## src/rtl/rst_seq_ctrl.sv

```systemverilog
// rst_seq_ctrl: board-level reset synchroniser and sequencer.
// The combined board/PCIe reset deasserts synchronously into clk. All outputs
// are held low for MIN_HOLD cycles. The NUM_OUT downstream domains (npor,
// fabric, DDR, user) are then released in order. Each release waits for a
// minimum gap and, optionally, for that stage's ready/lock input. A timeout
// on that wait is reported as an error.
module rst_seq_ctrl #(
  parameter int                 NUM_OUT     = 4,
  parameter int                 SYNC_STAGES = 2,
  parameter int                 MIN_HOLD    = 16,
  parameter int                 STAGE_GAP   = 8,
  parameter int                 TIMEOUT     = 1024,
  parameter logic [NUM_OUT-1:0] READY_MASK  = {NUM_OUT{1'b1}}
) (
  input  logic               clk,
  input  logic               any_rstn,
  input  logic               soft_rst_req,
  input  logic [NUM_OUT-1:0] stage_ready,
  output logic [NUM_OUT-1:0] rst_n_out,
  output logic               seq_done,
  output logic               timeout_err,
  output logic [2:0]         err_stage,
  output logic [2:0]         state_o
);

  // The counter covers both the hold phase and the longest ready wait.
  localparam int CNT_W = $clog2(TIMEOUT + MIN_HOLD + 1);

  localparam logic [CNT_W-1:0] HOLD_LAST = CNT_W'(MIN_HOLD - 1);
  localparam logic [CNT_W-1:0] GAP_LAST  = CNT_W'(STAGE_GAP - 1);
  localparam logic [CNT_W-1:0] TO_LAST   = CNT_W'(TIMEOUT - 1);
  localparam logic [2:0]       LAST_IDX  = 3'(NUM_OUT - 1);

  // The mask is padded to the full 3-bit stage index range, so indexing
  // by idx is always in range whatever NUM_OUT is.
  localparam logic [7:0]       MASK_EXT  = 8'(READY_MASK);

  typedef enum logic [2:0] {
    S_RESET = 3'd0,
    S_HOLD  = 3'd1,
    S_WAIT  = 3'd2,
    S_RUN   = 3'd3,
    S_ERR   = 3'd4
  } state_t;

  state_t                 state;
  logic [CNT_W-1:0]       cnt;
  logic [2:0]             idx;

  logic [SYNC_STAGES-1:0] rst_sync_p;
  logic                   rstn_s;

  logic [NUM_OUT-1:0]     rdy_sync_p [SYNC_STAGES];
  logic [NUM_OUT-1:0]     rdy_s;
  logic [7:0]             rdy_ext;

  logic                   gap_ok;
  logic                   rdy_ok;
  logic                   cond;
  logic                   soft_hit;

  // ---- stage boundary: reset deassertion synchroniser ----
  // Assertion is asynchronous; a '1' shifts in so that release is clk-aligned.
  always_ff @(posedge clk or negedge any_rstn) begin
    if (!any_rstn) begin
      rst_sync_p <= '0;
    end else begin
      rst_sync_p <= {rst_sync_p[SYNC_STAGES-2:0], 1'b1};
    end
  end

  assign rstn_s = rst_sync_p[SYNC_STAGES-1];

  // ---- stage boundary: per-stage ready synchronisers ----
  // Each stage_ready bit is asynchronous (PLL lock, cal done) and gets its
  // own chain. The chain is cleared together with the reset.
  always_ff @(posedge clk or negedge any_rstn) begin
    if (!any_rstn) begin
      for (int i = 0; i < SYNC_STAGES; i++) begin
        rdy_sync_p[i] <= '0;
      end
    end else begin
      rdy_sync_p[0] <= stage_ready;
      for (int i = 1; i < SYNC_STAGES; i++) begin
        rdy_sync_p[i] <= rdy_sync_p[i-1];
      end
    end
  end

  assign rdy_s   = rdy_sync_p[SYNC_STAGES-1];
  assign rdy_ext = 8'(rdy_s);

  // Release condition for the current stage. The gap must have elapsed.
  // The stage must also report ready, unless it is masked out of the wait.
  assign gap_ok   = (cnt >= GAP_LAST);
  assign rdy_ok   = rdy_ext[idx] || !MASK_EXT[idx];
  assign cond     = gap_ok && rdy_ok;

  // A soft request has no effect before the first synchronised release.
  assign soft_hit = soft_rst_req && (state != S_RESET);

  // ---- stage boundary: sequencing FSM with registered outputs ----
  // Outputs are set only here, so nothing combinational reaches the pins.
  // Within one sequence, released bits are only ever set, never cleared.
  always_ff @(posedge clk or negedge any_rstn) begin
    if (!any_rstn) begin
      state       <= S_RESET;
      cnt         <= '0;
      idx         <= '0;
      rst_n_out   <= '0;
      seq_done    <= 1'b0;
      timeout_err <= 1'b0;
      err_stage   <= '0;
    end else if (soft_hit) begin
      // Re-run the sequence from HOLD. The input synchroniser stays settled.
      state       <= S_HOLD;
      cnt         <= '0;
      idx         <= '0;
      rst_n_out   <= '0;
      seq_done    <= 1'b0;
      timeout_err <= 1'b0;
      err_stage   <= '0;
    end else begin
      case (state)
        S_RESET: begin
          if (rstn_s) begin
            state <= S_HOLD;
            cnt   <= '0;
          end
        end

        S_HOLD: begin
          if (cnt == HOLD_LAST) begin
            rst_n_out[0] <= 1'b1;
            idx          <= '0;
            cnt          <= '0;
            state        <= S_WAIT;
          end else begin
            cnt <= cnt + CNT_W'(1);
          end
        end

        S_WAIT: begin
          // A ready stage wins over a timeout that falls on the same cycle.
          if (cond) begin
            if (idx == LAST_IDX) begin
              seq_done <= 1'b1;
              state    <= S_RUN;
            end else begin
              for (int k = 0; k < NUM_OUT; k++) begin
                if (3'(k) == idx + 3'd1) begin
                  rst_n_out[k] <= 1'b1;
                end
              end
              idx <= idx + 3'd1;
              cnt <= '0;
            end
          end else if (cnt == TO_LAST) begin
            timeout_err <= 1'b1;
            err_stage   <= idx;
            state       <= S_ERR;
          end else begin
            cnt <= cnt + CNT_W'(1);
          end
        end

        S_RUN: begin
          // Fully released; later ready changes are deliberately ignored.
        end

        S_ERR: begin
          // Stages already released stay up. Leaving ERR takes a soft
          // request or a board reset.
        end

        default: begin
          state <= S_RESET;
        end
      endcase
    end
  end

  assign state_o = state;

endmodule
```

## config.mk

```make
export PLATFORM = sky130hd
export DESIGN_NAME = rst_seq_ctrl
export DESIGN_NICKNAME = d
export VERILOG_FILES = /design/src/rtl/rst_seq_ctrl.sv
export SDC_FILE = /design/constraint.sdc
export NUM_CORES = 1
export LEC_CHECK = 0
export CORE_MARGIN = 10
export CORE_UTILIZATION = 50
export DETAILED_ROUTE_END_ITERATION = 10
export PLACE_DENSITY = 0.82
export RECOVER_POWER = 100
export SETUP_SLACK_MARGIN = 0.05
export SLEW_MARGIN = 15
export SYNTH_ARGS = -nofsm -noshare
export SYNTH_HDL_FRONTEND = slang
export SYNTH_SLANG_ARGS = --single-unit
export TNS_END_PERCENT = 100
```

## constraint.sdc

```tcl
create_clock -name clk -period 2.85 [get_ports clk]
set_clock_uncertainty 0.2 [all_clocks]
set_input_delay 0.57 -clock clk [delete_from_list [all_inputs] [get_ports clk]]
set_output_delay 0.57 -clock clk [all_outputs]
set_load 0.01 [all_outputs]
```

==> results of run 1 <==
## kinds of logic (layout without fill, tap and decap cells)
kind of cell               Yosys count  in the layout  synth area share (%)
AOI/OAI and AO/OA                   36             36                  15.1
xor gates and xnor gates             1              1                 0.488
adders and majority gates            7              7                  4.88
buffers and inverters               17             42                  4.04
DFF                                 36             36                  50.2
muxes                                7              7                  4.25
other                                1              1                 0.209
and+or+nand+nor                     69             69                  20.8
## layout make-up
class                   count  area [um^2]  share of cell area, %
flip-flops and latches     36          901                   42.8
multi-input cells         121          816                   38.8
repair buffers             21          200                   9.52
well taps                  46         57.6                   2.74
inverters                  13         48.8                   2.32
clock inverters             3         42.5                   2.02
clock buffers               5         37.5                   1.78
## per-stage QoR
step                util [%]  total power, W  area, um^2  hold slack, ns
floorplan                  -        0.000826        1790          0.0744
global placement        59.9        0.000928        2030           0.132
detailed placement      59.9        0.000946        2030           0.136
CTS                     62.3         0.00130        2110           0.161
global route            62.1         0.00135        2100           0.170
finish                  62.1         0.00128        2100           0.158
## repair_timing
item / 4_1_cts / 5_1_grt
gates resized for setup: 0 / 1
hold endpoints to repair: 0 / 0
endpoints found under the setup margin: 0 / 9
## cell usage after synthesis (2+ instances only)
| cell type | count |
|---|---|
| nor2_1 | 12 |
| a31oi_1 | 3 |
| mux2i_1 | 5 |
| a21oi_1 | 6 |
| or3_1 | 11 |
| and2_1 | 3 |
| nand2b_1 | 2 |
| nand3_1 | 7 |
| o221ai_1 | 8 |
| o22ai_1 | 2 |
| o41ai_1 | 2 |
| ha_1 | 7 |
| inv_1 | 13 |
| o21ai_0 | 4 |
| and2b_1 | 2 |
| nand2_1 | 19 |
| dfrtp_1 | 36 |
| nor3_1 | 4 |
| clkbuf_1 | 2 |
## worst max path at each step
stage / startpoint / to / slack (ns) / depth (start not counted)
floorplan: cnt[0] / cnt[1] / 0.59 / 7
global placement: soft_rst_req / cnt[1] / 0.29 / 5
detailed placement: soft_rst_req / cnt[6] / 0.16 / 6
CTS: cnt[0] / cnt[6] / 0.17 / 7
global route: cnt[0] / cnt[5] / 0.05 / 7
finish: cnt[0] / cnt[6] / 0.26 / 7
## worst reg2reg max path, cell delays in order, from the launching register on
cell and delay (ns):
dfrtp_1 0.43, ha_1 0.24, nand3_1 0.17, or3_1 0.43
nor2_2 0.26, o31a_1 0.41, or3_1 0.18, o221ai_1 0.13
## power groups by stage
stage	clock [W]	combinational [W]	sequential (W)
floorplan	0	0.000221	0.000605
detailed placement	0	0.000331	0.000615
finish	0.000358	0.000318	0.000604
global placement	0	0.000318	0.000610
CTS	0.000364	0.000335	0.000605
global route	0.000389	0.000349	0.000612
## sequential cells by signal, summed over array words and instances (netlist names)
signal / flops
state_o: 3
idx: 3
rdy_sync_p: 4
seq_done: 1
timeout_err: 1
cnt: 11
rdy_s: 4
rst_sync_p: 2
rst_n_out: 4
err_stage: 3
## metal layers
layer / up-vias / wire length (um) / global-route usage [%]
li1: 678 / - / -
met1: 658 / 1540 / 13.5
met2: 40 / 1860 / 21.2
met3: 12 / 241 / 4.50
met4: 0 / 111 / 6.69
met5: - / 0 / 0
==> flow_metrics.env, run 1 <==
export IMPL_fin_ws_ns=0.259
export IMPL_ys_dominant_reg_cell="dfrtp_1"
export IMPL_rsz0062_at_grt="no"
export IMPL_root_buffer="clkbuf_4"
export IMPL_setup_violations=0
export IMPL_pwr_share_comb_pct=24.8
export IMPL_grt_max_degree=37
export IMPL_io_buffer_count=18
export IMPL_regToRegStartpoint="cnt[0]"
export IMPL_hpwl_um=2760
export IMPL_hold_viol_final=0
export IMPL_cp_required_ns=2.87
export IMPL_min_to="rdy_s[3]"
export IMPL_drt_iter0_drc=130
export IMPL_path_cells="ha_1 > nand3_1 > or3_1 > nor2_2 > o31a_1 > or3_1 > o221ai_1"
export IMPL_die_height_um=79.9
export IMPL_crit_family="simple AND/OR/NAND/NOR gates"
export IMPL_leakage_nw=0.934
export IMPL_cts_tree="yes"
export IMPL_synth_edf_count=0
export IMPL_power_switching_w=0.000408
export IMPL_timing_final_crit_share_pct=90.9
export IMPL_cp_max_fo=11
export IMPL_cts_sinks=36
export IMPL_grt_antenna_before_repair=0
export IMPL_syn_area_um2=1790
export IMPL_cp_buffers_inverters=0
export IMPL_vias_per_cell=5.67
export IMPL_start_kind="flop"
export IMPL_relSlewSlack_pct=42.0
export IMPL_sequentialPowerShare_pct=47.2
export IMPL_crit_type="flop to flop"
export IMPL_outcome="completed"
export IMPL_cpMostUsedCell="or3_1"
export IMPL_setup_tns_ns=0
export IMPL_ctsHoldBuffers=0
export IMPL_core_area_um2=3390
export IMPL_place_congestion=0.913
export IMPL_ys_top_cells_by_area="dfrtp_1 50%, ha_1 4.9%, nand2_1 4.0%"
export IMPL_grt_pass1_vias=1417
export IMPL_rr_endpoint="cnt[6]"
export IMPL_rrSetupSlack_ns=0.26
export IMPL_avgSynthCellArea_um2=10.3
export IMPL_hold_path_startpoint="rdy_sync_p[7]"
export IMPL_period_needed_ns=2.59
export IMPL_clockPowerShare_pct=28.0
export IMPL_fmax_ghz=0.386
export IMPL_clk_latency_ns=0.35
export IMPL_endpoint_kind="flop"
export IMPL_grt_pass1_wl_um=6410
export IMPL_grtUsageTotal_pct=12.6
export IMPL_vias=1388
export IMPL_ys_seq_area_share_pct=50.2
export IMPL_drv_cap=0
export IMPL_clockBufferDepth=2
export IMPL_vdd_drop_max_mv=0.330
export IMPL_final_max_slew_violation_count=0
export IMPL_dp_worst_setup_slack_ns=0.164
export IMPL_mostFrequentLayoutCell="dfrtp_1"
export IMPL_rr_worst_depth=7
export IMPL_cts_buffers=5
export IMPL_wl_per_cell_um=15.3
export IMPL_netlist_cell_type_count=45
export IMPL_synthArstFlopShare_pct=100
export IMPL_cts_setup_buffers=0
export IMPL_synth_top_area_share_pct=50.2
export IMPL_postRouteAntennaNets=0
export IMPL_fin_cells=245
export IMPL_fp_dieW_um=79.9
export IMPL_switching_share_pct=31.9
export IMPL_yosys_area_top_type="dfrtp_1"
export IMPL_final_cell_mix="36 x dfrtp_1, 19 x nand2_1, 17 x dlygate4sd3_1"
export IMPL_p_int_w=0.000872
export IMPL_start_util_pct=52.9
export IMPL_area_growth_pct=17.2
export IMPL_num_rows=21
export IMPL_yosysWarnings=0
export IMPL_fillers=260
export IMPL_power_density_nw_per_um2=609
export IMPL_gr_total_overflow=0
export IMPL_synth_seq_cells=36
export IMPL_worst_pin_slew_ns=0.870
export IMPL_critPathSlowestCell="dfrtp_1"
export IMPL_num_io_pins=19
export IMPL_arrival_ns=2.61
export IMPL_dp_cells=237
export IMPL_hp_class="flop to flop"
export IMPL_die_area_um2=6380
export IMPL_path_clk_slew_ns=0.11
export IMPL_synthCells=174
export IMPL_final_nets=212
export IMPL_first_pass_iters=4
export IMPL_drive_gt1_share_pct=8.54
export IMPL_drc_errors=0
export IMPL_crit_path_max_incr_delay_ns=0.43
export IMPL_hold_depth=0
export IMPL_wirelength_um=3750
export IMPL_htree_num_levels=2
export IMPL_insertedDiodeCount=0
export IMPL_synth_nets=188
No activity file was read; power rests on OpenSTA's default activity.
==> inputs of run 2 (changes only) <==
==> constraint.sdc (replaced) <==
create_clock -name clk -period 3.1 [get_ports clk]
set_clock_uncertainty 0.2 [all_clocks]
set_input_delay 0.62 -clock clk [delete_from_list [all_inputs] [get_ports clk]]
set_output_delay 0.62 -clock clk [all_outputs]
set_load 0.01 [all_outputs]
==> run 2 against run 1 <==
Against the previous run: the flow now finishes with violations (capacitance limit, slew limit); maximum frequency fell by 6.2%; hold slack about the same; critical endpoint unchanged; sequential share of layout area increased by 0.20 points; largest cell class unchanged.
==> flow_metrics.env, run 2 (synthesized netlist as in run 1, its figures left out) <==
export IMPL_power_density_nw_per_um2=564
export IMPL_relSlewSlack_pct=-24.6
export IMPL_rsz0062_at_grt="no"
export IMPL_drt_iter0_drc=131
export IMPL_crit_type="flop to flop"
export IMPL_timing_hold_ws_ns=0.158
export IMPL_io_buffer_count=18
export IMPL_endpoint_kind="flop"
export IMPL_grtUsageTotal_pct=12.6
export IMPL_place_congestion=0.913
export IMPL_rr_endpoint="cnt[6]"
export IMPL_regToRegStartpoint="cnt[0]"
export IMPL_core_area_um2=3390
export IMPL_fp_dieW_um=79.9
export IMPL_vias_per_cell=5.74
export IMPL_fillers=260
export IMPL_stdcell_area_um2=2090
export IMPL_largest_reg_flops=11
export IMPL_root_buffer="clkbuf_4"
export IMPL_fmax_ghz=0.362
export IMPL_regMostFlops="cnt"
export IMPL_cp_required_ns=3.11
export IMPL_setup_violations=0
export IMPL_path_cells="ha_1 > a21oi_1 > o2111ai_1 > and2_0 > and3_4 > a211oi_2 > buf_4 > o221ai_1"
export IMPL_cts_sinks=36
export IMPL_start_util_pct=52.9
export IMPL_path_clk_slew_ns=0.10
export IMPL_hpwl_um=2760
export IMPL_hold_path_startpoint="rdy_sync_p[7]"
export IMPL_clk_latency_ns=0.35
export IMPL_place_area_um2=2030
export IMPL_period_needed_ns=2.76
export IMPL_postRouteAntennaNets=0
export IMPL_die_height_um=79.9
export IMPL_grt_max_degree=37
export IMPL_min_to="rdy_s[3]"
export IMPL_worst_pin_slew_ns=1.87
export IMPL_violations="capacitance limit, slew limit"
export IMPL_htree_num_levels=2
export IMPL_gr_total_overflow=0
export IMPL_ctsHoldBuffers=0
export IMPL_area_growth_pct=16.7
export IMPL_timing_final_crit_share_pct=89.1
export IMPL_crit_path_max_incr_delay_ns=0.49
export IMPL_first_pass_iters=4
export IMPL_hold_viol_final=0
export IMPL_rr_worst_depth=8
export IMPL_hp_class="flop to flop"
export IMPL_setup_tns_ns=0
export IMPL_grt_pass1_vias=1417
export IMPL_final_cell_mix="36 x dfrtp_1, 19 x nand2_1, 17 x dlygate4sd3_1"
export IMPL_leakage_nw=0.929
export IMPL_outcome="finished with violations"
export IMPL_cp_max_fo=6
export IMPL_hold_depth=0
export IMPL_mostFrequentLayoutCell="dfrtp_1"
export IMPL_critPathSlowestCell="a211oi_2"
export IMPL_die_area_um2=6380
export IMPL_cts_resized=0
export IMPL_num_rows=21
export IMPL_final_max_slew_violation_count=37
export IMPL_drive_gt1_share_pct=7.54
export IMPL_wirelength_um=3800
export IMPL_clockBufferDepth=2
export IMPL_cts_buffers=5
export IMPL_cts_setup_buffers=0
export IMPL_vias=1406
export IMPL_arrival_ns=2.77
export IMPL_wl_per_cell_um=15.5
export IMPL_start_kind="flop"
export IMPL_drv_cap=1
export IMPL_insertedDiodeCount=0
export IMPL_rrSetupSlack_ns=0.34
export IMPL_grt_pass1_wl_um=6410
export IMPL_final_nets=212
export IMPL_grt_antenna_before_repair=0
export IMPL_vdd_drop_max_mv=0.303
export IMPL_cts_tree="yes"
export IMPL_num_io_pins=19
export IMPL_drc_errors=0
==> run 2: power by group <==
group / internal [W] / leakage (nW) / switching (W)
Clock: 0.000168 / 0.0412 / 0.000161
Combinational: 0.000129 / 0.417 / 0.000164
Sequential: 0.000507 / 0.471 / 0.0000502
==> run 2: metrics by stage <==
step	instances	power [W]	worst slack [ns]	utilization (%)
2_1_floorplan	174	0.000760	0.832	-
3_3_place_gp	237	0.000853	0.487	59.9
3_5_place_dp	237	0.000870	0.364	59.9
4_1_cts	245	0.00120	0.420	62.3
5_1_grt	245	0.00124	0.121	61.8
6_report	245	0.00118	0.338	61.8
==> run 2: per-layer routing <==
metal	vias to the layer above	GRT usage [%]	wire [um]	part of all wire (%)
li1	678	-	-	-
met5	-	0	0	0
met3	12	4.50	238	6.3
met4	0	6.69	116	3.0
met2	45	21.2	1850	49
met1	671	13.5	1600	42
==> run 2: worst max path at each step <==
| stage | start | end | depth (start not counted) |
|---|---|---|---|
| final | cnt[0] | cnt[6] | 8 |
| after global routing | any_rstn | err_stage[1] | 2 |
| after CTS | cnt[0] | cnt[6] | 7 |
| after detailed placement | soft_rst_req | cnt[6] | 6 |
| after global placement | soft_rst_req | cnt[1] | 5 |
| after floorplan | soft_rst_req | idx[2] | 6 |
==> run 2: final cells by class <==
class                   instances  area [um^2]  area share [%]
multi-input cells             121          807            38.6
well taps                      46         57.6            2.75
inverters                      13         48.8            2.33
flip-flops and latches         36          901            43.0
repair buffers                 21          199            9.50
clock buffers                   5         37.5            1.79
clock inverters                 3         42.5            2.03
==> run 2: critical path, delay by kind of cell (launching register included) <==
kind / cells / cell delay, ns
simple gates: 2 / 0.54
fa+ha+maj: 1 / 0.27
flops: 1 / 0.45
compound gates: 4 / 0.93
buf+inv: 1 / 0.25
==> inputs of run 3 (changes only) <==
--- a/config.mk
+++ b/config.mk
@@ -6,12 +6,13 @@
 export NUM_CORES = 1
 export LEC_CHECK = 0
 export CORE_MARGIN = 10
-export CORE_UTILIZATION = 50
+export CORE_UTILIZATION = 45
+export CTS_CLUSTER_SIZE = 24
 export DETAILED_ROUTE_END_ITERATION = 10
-export PLACE_DENSITY = 0.82
+export PLACE_DENSITY = 0.76
 export RECOVER_POWER = 100
 export SETUP_SLACK_MARGIN = 0.05
-export SLEW_MARGIN = 15
+export SLEW_MARGIN = 20
 export SYNTH_ARGS = -nofsm -noshare
 export SYNTH_HDL_FRONTEND = slang
 export SYNTH_SLANG_ARGS = --single-unit
==> run 3 against run 2 <==
Against the previous run: flip-flop and latch count unchanged; combinational power decreased by 5%; the flow now finishes without violations; total power increased by 5.4%.
==> flow_metrics.env, run 3 (synthesized netlist as in run 1, its figures left out) <==
export IMPL_outcome="completed"
export IMPL_start_kind="flop"
export IMPL_io_buffer_count=18
export IMPL_final_nets=212
export IMPL_stdcell_area_um2=2120
export IMPL_drive_gt1_share_pct=6.53
export IMPL_hpwl_um=2550
export IMPL_root_buffer="clkbuf_8"
export IMPL_cts_buffers=5
export IMPL_vias_per_cell=5.46
export IMPL_hold_viol_final=0
export IMPL_grt_max_degree=37
export IMPL_core_area_um2=3770
export IMPL_clockBufferDepth=2
export IMPL_drv_cap=0
export IMPL_cp_required_ns=3.07
export IMPL_num_io_pins=19
export IMPL_cts_resized=0
export IMPL_vdd_drop_max_mv=0.318
export IMPL_period_needed_ns=2.75
export IMPL_largest_reg_flops=11
export IMPL_setup_violations=0
export IMPL_first_pass_iters=4
export IMPL_regMostFlops="cnt"
export IMPL_grt_antenna_before_repair=0
export IMPL_cts_setup_buffers=0
export IMPL_hold_path_startpoint="rdy_sync_p[5]"
export IMPL_path_clk_slew_ns=0.07
export IMPL_start_util_pct=47.6
export IMPL_postRouteAntennaNets=0
export IMPL_die_area_um2=6910
export IMPL_vias=1349
export IMPL_cp_max_fo=10
export IMPL_drc_errors=0
export IMPL_timing_final_crit_share_pct=88.7
export IMPL_cts_sinks=36
export IMPL_wl_per_cell_um=14.5
export IMPL_htree_num_levels=2
export IMPL_clk_latency_ns=0.29
export IMPL_leakage_nw=0.943
export IMPL_place_congestion=0.898
export IMPL_setup_tns_ns=0
export IMPL_hp_class="flop to flop"
export IMPL_grtUsageTotal_pct=10.8
export IMPL_grt_pass1_vias=1347
export IMPL_regToRegStartpoint="cnt[0]"
export IMPL_wirelength_um=3580
export IMPL_fillers=349
export IMPL_drt_iter0_drc=57
export IMPL_relSlewSlack_pct=43.4
export IMPL_insertedDiodeCount=0
export IMPL_cts_tree="yes"
export IMPL_arrival_ns=2.72
export IMPL_fmax_ghz=0.364
export IMPL_worst_pin_slew_ns=0.849
export IMPL_ctsHoldBuffers=0
export IMPL_final_max_slew_violation_count=0
export IMPL_power_density_nw_per_um2=585
export IMPL_mostFrequentLayoutCell="dfrtp_1"
export IMPL_crit_type="flop to flop"
export IMPL_crit_start="cnt[0]"
export IMPL_grt_pass1_wl_um=6380
export IMPL_gr_total_overflow=0
export IMPL_die_height_um=83.1
export IMPL_num_rows=22
export IMPL_area_growth_pct=18.3
export IMPL_rsz0062_at_grt="no"
export IMPL_final_cell_mix="36 x dfrtp_1, 19 x nand2_1, 18 x dlygate4sd3_1"
export IMPL_fp_dieW_um=83.1
export IMPL_endpoint_kind="flop"
export IMPL_place_area_um2=2030
run 3: changes by cell type in the layout (fill, tap and decap cells not counted), sizes merged:
cell and change:
buf -1, clkbuf +1, clkdlybuf4s50 -1, dlygate4sd3 +1
run 3: routing by layer:
metal	vias to the layer above	wire [um]	track usage [%]
met5	-	0	0
li1	671	-	-
met1	640	1730	13.8
met4	0	45	4.15
met3	5	199	3.71
met2	33	1600	16.3
run 3: area by class of cell:
type	instances	area [um^2]	share of cell area, %
clock buffers	5	68.8	3.24
inverters	13	48.8	2.30
multi-input cells	121	806	37.9
well taps	48	60.1	2.83
clock inverters	3	42.5	2.00
flip-flops and latches	36	901	42.4
repair buffers	21	196	9.25
run 3: stage by stage:
stage | std cells | worst slack (ns) | utilization, % | hold slack, ns | total power, W
floorplan | 174 | 0.832 | - | 0.124 | 0.000760
global placement | 239 | 0.400 | 53.9 | 0.132 | 0.000853
detailed placement | 239 | 0.320 | 53.9 | 0.137 | 0.000859
CTS | 247 | 0.552 | 56.9 | 0.154 | 0.00127
global route | 247 | 0.287 | 56.3 | 0.158 | 0.00132
finish | 247 | 0.349 | 56.3 | 0.151 | 0.00124
run 3: worst paths after layout:
| check | end | slack (ns) | cells after the start |
|---|---|---|---|
| max in group asynchronous | state_o[1] | 1.40 | 2 |
| min in group asynchronous | cnt[7] | 0.76 | 2 |
| setup reg to reg | cnt[1] | 0.35 | 7 |
| setup / recovery | cnt[1] | 0.35 | 7 |
| hold reg to reg | rdy_s[1] | 0.15 | 0 |
| hold / removal | rdy_s[1] | 0.15 | 0 |
run 3: critical path, stage by stage (launching register included):
cell,delay [ns]
dfrtp_1,0.42
ha_1,0.26
a21oi_1,0.16
o2111ai_1,0.16
and2_0,0.28
and3_1,0.26
a211oi_4,0.51
mux2_1,0.37
run 3: where the power goes:
part | leakage [nW] | total, W | switching (W) | internal [W]
combinational | 0.418 | 0.000279 | 0.000158 | 0.000121
clock | 0.0541 | 0.000410 | 0.000172 | 0.000238
sequential | 0.471 | 0.000555 | 0.0000475 | 0.000507
